## config.mk

```make
export PLATFORM = sky130hd
export DESIGN_NAME = kernel_select_ctrl
export DESIGN_NICKNAME = d
export VERILOG_FILES = /design/src/rtl/filter_gpu_pkg.sv /design/src/rtl/btn_debounce.sv /design/src/rtl/kernel_select_ctrl.sv
export SDC_FILE = /design/constraint.sdc
export NUM_CORES = 1
export LEC_CHECK = 0
export BUFFER_PORTS_ARGS = -buffer_cell sky130_fd_sc_hd__buf_2
export CORE_MARGIN = 1.5
export CORE_UTILIZATION = 40
export CTS_CLUSTER_SIZE = 28
export DETAILED_ROUTE_END_ITERATION = 12
export HOLD_SLACK_MARGIN = 0.03
export PLACE_DENSITY = 0.66
export SLEW_MARGIN = 20
export SYNTH_ARGS = -nofsm -noshare
export SYNTH_HDL_FRONTEND = slang
export SYNTH_SLANG_ARGS = --single-unit
```

## constraint.sdc

```tcl
create_clock -name CLK -period 3.3 [get_ports CLK]
set_clock_uncertainty 0.05 [all_clocks]
set_input_delay 0.165 -clock CLK [delete_from_list [all_inputs] [get_ports CLK]]
set_output_delay 0.165 -clock CLK [all_outputs]
set_load 0.005 [all_outputs]
```

## src/rtl/filter_gpu_pkg.sv

```systemverilog
// Shared types for the kernel-select controller: kernel codes, FSM states,
// button slot indices and the kernel priority encoder.
package filter_gpu_pkg;

  typedef enum logic [1:0] {
    K1 = 2'b00,
    K2 = 2'b01,
    K3 = 2'b10
  } kernel_t;

  typedef enum logic [1:0] {
    S_RUN     = 2'b00,
    S_DRAIN   = 2'b01,
    S_RESTART = 2'b10
  } state_t;

  localparam int NUM_BTN = 4;
  localparam int BTN_K1  = 0;
  localparam int BTN_K2  = 1;
  localparam int BTN_K3  = 2;
  localparam int BTN_ID  = 3;

  // kernel1 wins over kernel2 wins over kernel3; caller guarantees kp != 0
  function automatic kernel_t prio_kernel(input logic [2:0] kp);
    if (kp[0]) return K1;
    if (kp[1]) return K2;
    return K3;
  endfunction

endpackage

```

## src/rtl/btn_debounce.sv

```systemverilog
// One button: 2-flop synchronizer, stable-count debouncer and a one-cycle
// press pulse on the debounced falling edge (releases are silent).
module btn_debounce #(
  parameter int DEBOUNCE_CYCLES = 500000
) (
  input  logic clk_i,
  input  logic rst_i,
  input  logic btn_n_i,
  output logic press_o
);

  localparam int CW = $clog2(DEBOUNCE_CYCLES + 1);
  localparam logic [CW-1:0] CNT_LAST = CW'(DEBOUNCE_CYCLES - 1);

  logic          sync1_q, sync2_q, level_q, press_q;
  logic [CW-1:0] cnt_q;

  always_ff @(posedge clk_i or posedge rst_i) begin
    if (rst_i) begin
      sync1_q <= 1'b1;
      sync2_q <= 1'b1;
      level_q <= 1'b1;
      press_q <= 1'b0;
      cnt_q   <= '0;
    end else begin
      sync1_q <= btn_n_i;
      sync2_q <= sync1_q;
      press_q <= 1'b0;
      // any cycle where the input agrees with the level restarts the count
      if (sync2_q != level_q) begin
        if (cnt_q == CNT_LAST) begin
          level_q <= sync2_q;
          press_q <= ~sync2_q;
          cnt_q   <= '0;
        end else begin
          cnt_q <= cnt_q + 1'b1;
        end
      end else begin
        cnt_q <= '0;
      end
    end
  end

  assign press_o = press_q;

endmodule

```

## src/rtl/kernel_select_ctrl.sv

```systemverilog
// Kernel/identity selection for the filter processor: changes are deferred
// to the end of the displayed frame, then the processor is held in reset.
module kernel_select_ctrl
  import filter_gpu_pkg::*;
#(
  parameter int DEBOUNCE_CYCLES = 500000,
  parameter int RST_CYCLES      = 4
) (
  input  logic       CLK,
  input  logic       reset,
  input  logic       kernel1_n,
  input  logic       kernel2_n,
  input  logic       kernel3_n,
  input  logic       identity_n,
  input  logic       frame_done,
  output logic [1:0] kernel,
  output logic       identity_en,
  output logic       proc_rst,
  output logic       sel_valid,
  output logic       busy
);

  localparam int RW = $clog2(RST_CYCLES + 1);
  localparam logic [RW-1:0] RST_LAST = RW'(RST_CYCLES - 1);

  logic [NUM_BTN-1:0] btn_n, press;

  assign btn_n = {identity_n, kernel3_n, kernel2_n, kernel1_n};

  generate
    for (genvar i = 0; i < NUM_BTN; i++) begin : g_btn
      btn_debounce #(.DEBOUNCE_CYCLES(DEBOUNCE_CYCLES)) u_db (
        .clk_i   (CLK),
        .rst_i   (reset),
        .btn_n_i (btn_n[i]),
        .press_o (press[i])
      );
    end
  endgenerate

  state_t        state_q, state_d;
  kernel_t       kernel_q, kernel_d, pk_q, pk_d, kcode;
  logic          ident_q, ident_d, pid_q, pid_d;
  logic [RW-1:0] cnt_q, cnt_d;
  logic          proc_rst_q, proc_rst_d, sel_valid_q, sel_valid_d, busy_q, busy_d;
  logic          kpress;

  assign kpress = |press[BTN_K3:BTN_K1];
  assign kcode  = prio_kernel(press[BTN_K3:BTN_K1]);

  always_comb begin
    state_d     = state_q;
    kernel_d    = kernel_q;
    ident_d     = ident_q;
    pk_d        = pk_q;
    pid_d       = pid_q;
    cnt_d       = cnt_q;
    sel_valid_d = 1'b0;
    case (state_q)
      S_RUN: begin
        if ((kpress && kcode != kernel_q) || press[BTN_ID]) begin
          pk_d    = kpress ? kcode : kernel_q;
          pid_d   = press[BTN_ID] ? ~ident_q : ident_q;
          state_d = S_DRAIN;
        end
      end
      S_DRAIN: begin
        if (kpress)        pk_d  = kcode;
        if (press[BTN_ID]) pid_d = ~pid_q;
        // restart even when the pending selection equals the current one
        if (frame_done) begin
          kernel_d = pk_d;
          ident_d  = pid_d;
          cnt_d    = '0;
          state_d  = S_RESTART;
        end
      end
      S_RESTART: begin
        if (cnt_q == RST_LAST) begin
          cnt_d       = '0;
          sel_valid_d = 1'b1;
          state_d     = S_RUN;
        end else begin
          cnt_d = cnt_q + 1'b1;
        end
      end
      default: state_d = S_RESTART;
    endcase
    proc_rst_d = (state_d == S_RESTART);
    busy_d     = (state_d != S_RUN);
  end

  always_ff @(posedge CLK or posedge reset) begin
    if (reset) begin
      state_q     <= S_RESTART;
      kernel_q    <= K1;
      ident_q     <= 1'b0;
      pk_q        <= K1;
      pid_q       <= 1'b0;
      cnt_q       <= '0;
      proc_rst_q  <= 1'b1;
      sel_valid_q <= 1'b0;
      busy_q      <= 1'b1;
    end else begin
      state_q     <= state_d;
      kernel_q    <= kernel_d;
      ident_q     <= ident_d;
      pk_q        <= pk_d;
      pid_q       <= pid_d;
      cnt_q       <= cnt_d;
      proc_rst_q  <= proc_rst_d;
      sel_valid_q <= sel_valid_d;
      busy_q      <= busy_d;
    end
  end

  assign kernel      = kernel_q;
  assign identity_en = ident_q;
  assign proc_rst    = proc_rst_q;
  assign sel_valid   = sel_valid_q;
  assign busy        = busy_q;

endmodule

```

==> flow_summary.ini <==
[yosys]
synth_cell_types = 48
synth_edf_count = 0
synth_area_per_cell_um2 = 10.1
ys_seq_area_share_pct = 52.7
synth_most_common_cell = dfrtp_1
synth_ff_type = dfrtp_1
yosys.area.top_type = dfrtp_1
yosysWarnings = 0
syn_nets = 512
synth_top_area_share_pct = 44.9
synth_commonest_cells = dfrtp_1, nor2_1, nand2_1
synthCells = 500
synth-seq-cells = 106
synth_area_mm2 = 0.00507
synth_area_leaders = dfrtp_1, dfstp_2, nor2_1
synthArstFlopShare_pct = 100

[flow_run]
maxCapViolations = 0

[floorplanning]
die_h_um = 116
coreArea_mm2 = 0.0122
fp-row-count = 40
start_util_pct = 41.7
fp.dieArea_mm2 = 0.0134
die_width_um = 116
ios = 13

[placed_design]
hpwl_um = 6080
io_buffer_count = 12
placed_area_mm2 = 0.00533
gp_congestion = 0.796

[cts]
clock_latency_ns = 0.35
cts_resized = 0
clockBufferDepth = 2
clock_sinks = 106
cts_tree = yes
postCtsSetupBuffers = 0
htreeDepth = 3
cts_root_buffer = clkbuf_16
cts_made_buffers = 9
path_clk_slew_ns = 0.07

[critical_path]
worst-r2r-setup-slack_ns = 1.05
cp_data_required_time_ns = 3.48
r2r-start = g_btn[2].u_db.cnt_q[0]$_DFF_PP0_
reg2reg_to = g_btn[2].u_db.cnt_q[18]$_DFF_PP0_
worst-endpoint-arrival_ns = 2.43
critical_path.max_fanout = 10
end_kind = register
crit_type = register to register
start_kind = register
worstRegToRegCells = 5

[hold_path]
min_to = g_btn[0].u_db.sync2_q$_DFF_PP1_
min_from = g_btn[0].u_db.sync1_q$_DFF_PP1_
hp-class = register to register
holdPathStages = 0

[sta]
max_clock_freq_ghz = 0.444
rsz0062_at_grt = false
finalCriticalPeriod_ns = 2.25
slew_viol_final = 0
worst_slew_pin_slew_ns = 0.926
fin_crit_sh_pct = 68.2
hold_viol_final = 0
setup_viol = 0
maxSlewHeadroom_pct = 38.1
fin_setup_tns_ns = 0

[global_route]
gr-total-overflow = 0
track_usage_pct = 15.3
grt_pass1_vias = 3572
grt_max_degree = 76
grt_antenna_before_repair = 0
grt_pass1_wl_um = 16300

[drt]
via_count = 3675
wl_per_cell_um = 12.9
avgViaCountPerCell = 5.29
firstDrtPassIters = 5
drc = 0
wl_um = 8960
detail-route-antenna-nets = 0
drt-initial-drc-count = 265

[final_layout]
area_growth_pct = 12.5
drive_above_1_share_pct = 11.8
post-route-util_pct = 46.9
n_antenna_cell = 0
fin_area_mm2 = 0.00570
fin_nets = 534

[pwr]
leakage_nw = 2.27
pwr-share-comb_pct = 5.2
switching_power_mw = 0.612
p_int_mw = 2.01
power_mw = 2.63
p_sw_share_pct = 23.3
clockPowerShare_pct = 42.4
ir_worst_vdd_uv = 230
seqPwrFrac_pct = 52.4
power.density_mw_per_mm2 = 460

[run_status]
outcome = completed
## flip-flops by register name (all words and copies together) (netlist names), 3 cells and up
name,cells
g_btn.u_db.press_o,4
cnt_q,3
g_btn.u_db.cnt_q,76
g_btn.u_db.sync2_q,4
g_btn.u_db.level_q,4
g_btn.u_db.sync1_q,4
## worst max path at each step
stage | startpoint | to | slack (ns) | cells after the start
2_1_floorplan | reset | cnt_q[0]$_DFFE_PP0P_ | 0.32 | 1
3_3_place_gp | g_btn[3].u_db.cnt_q[9]$_DFF_PP0_ | g_btn[3].u_db.cnt_q[2]$_DFF_PP0_ | 1.11 | 4
6_report | g_btn[2].u_db.cnt_q[0]$_DFF_PP0_ | g_btn[2].u_db.cnt_q[18]$_DFF_PP0_ | 1.05 | 5
4_1_cts | g_btn[2].u_db.cnt_q[0]$_DFF_PP0_ | g_btn[2].u_db.cnt_q[18]$_DFF_PP0_ | 1.02 | 5
3_5_place_dp | g_btn[2].u_db.cnt_q[0]$_DFF_PP0_ | g_btn[2].u_db.cnt_q[18]$_DFF_PP0_ | 1.05 | 5
5_1_grt | g_btn[2].u_db.cnt_q[0]$_DFF_PP0_ | g_btn[2].u_db.cnt_q[2]$_DFF_PP0_ | 0.86 | 5
## metrics by stage
stage	hold slack [ns]	std cells	worst slack [ns]
after floorplan	0.119	500	0.321
after global placement	0.221	673	1.11
after detailed placement	0.221	673	1.05
after CTS	0.309	695	1.02
after global routing	0.315	695	0.863
final	0.307	695	1.05
## power by group through the flow
stage	combinational (mW)	clock [mW]	sequential, mW
final	0.138	1.11	1.37
after global routing	0.165	1.20	1.38
after CTS	0.142	1.14	1.37
after detailed placement	0.137	0	1.40
after global placement	0.133	0	1.40
after floorplan	0.103	0	1.39
## cell type report
| cell class | count | area [um^2] |
|---|---|---|
| timing repair buffer | 22 | 163 |
| clock inverter | 6 | 72.6 |
| sequential | 106 | 2670 |
| multi-input combinational | 366 | 2280 |
| clock buffer | 10 | 239 |
| fill | 1108 | 6460 |
| tap | 168 | 210 |
| inverter | 17 | 66.3 |
## logic make-up (layout without fill, tap and decap cells)
logic type,count (synthesis),in the layout,synth area share (%)
adders and majority gates,5,5,1.23
DFF,106,106,52.7
xor gates and xnor gates,53,53,9.16
and+or+nand+nor,236,236,25.2
buffers and inverters,28,55,2.30
AOI/OAI and AO/OA,67,67,8.29
muxes,5,5,1.11
## layer usage
metal  share of wire, %  global-route usage (%)
met3                2.6                    2.56
met2                 46                    23.8
met5                  0                       0
met4                2.5                    8.07
met1                 49                    20.6
## repair_timing
action,in CTS,in global routing
hold buffers,6,0
setup endpoints to repair,0,0
hold endpoints to repair,70,0
## critical path, cell delays in order (launching register included)
cell	delay, ns
dfrtp_1	0.39
ha_1	0.22
nand4_1	0.40
o31ai_2	0.73
buf_4	0.29
a21oi_1	0.06
## layout by cell type (no fill, tap or decap), drive strengths merged, types with 18 or more instances in the layout
| master | synthesis | layout |
|---|---|---|
| dfrtp | 91 | 91 |
| nor2 | 68 | 68 |
| nand2 | 33 | 33 |
| xnor2 | 27 | 27 |
| a21oi | 26 | 26 |
| xor2 | 26 | 26 |
| nand3 | 24 | 24 |
| nand4 | 20 | 20 |
| inv | 17 | 19 |
| o21ai | 18 | 18 |
Power figures use the tool's default switching activity.
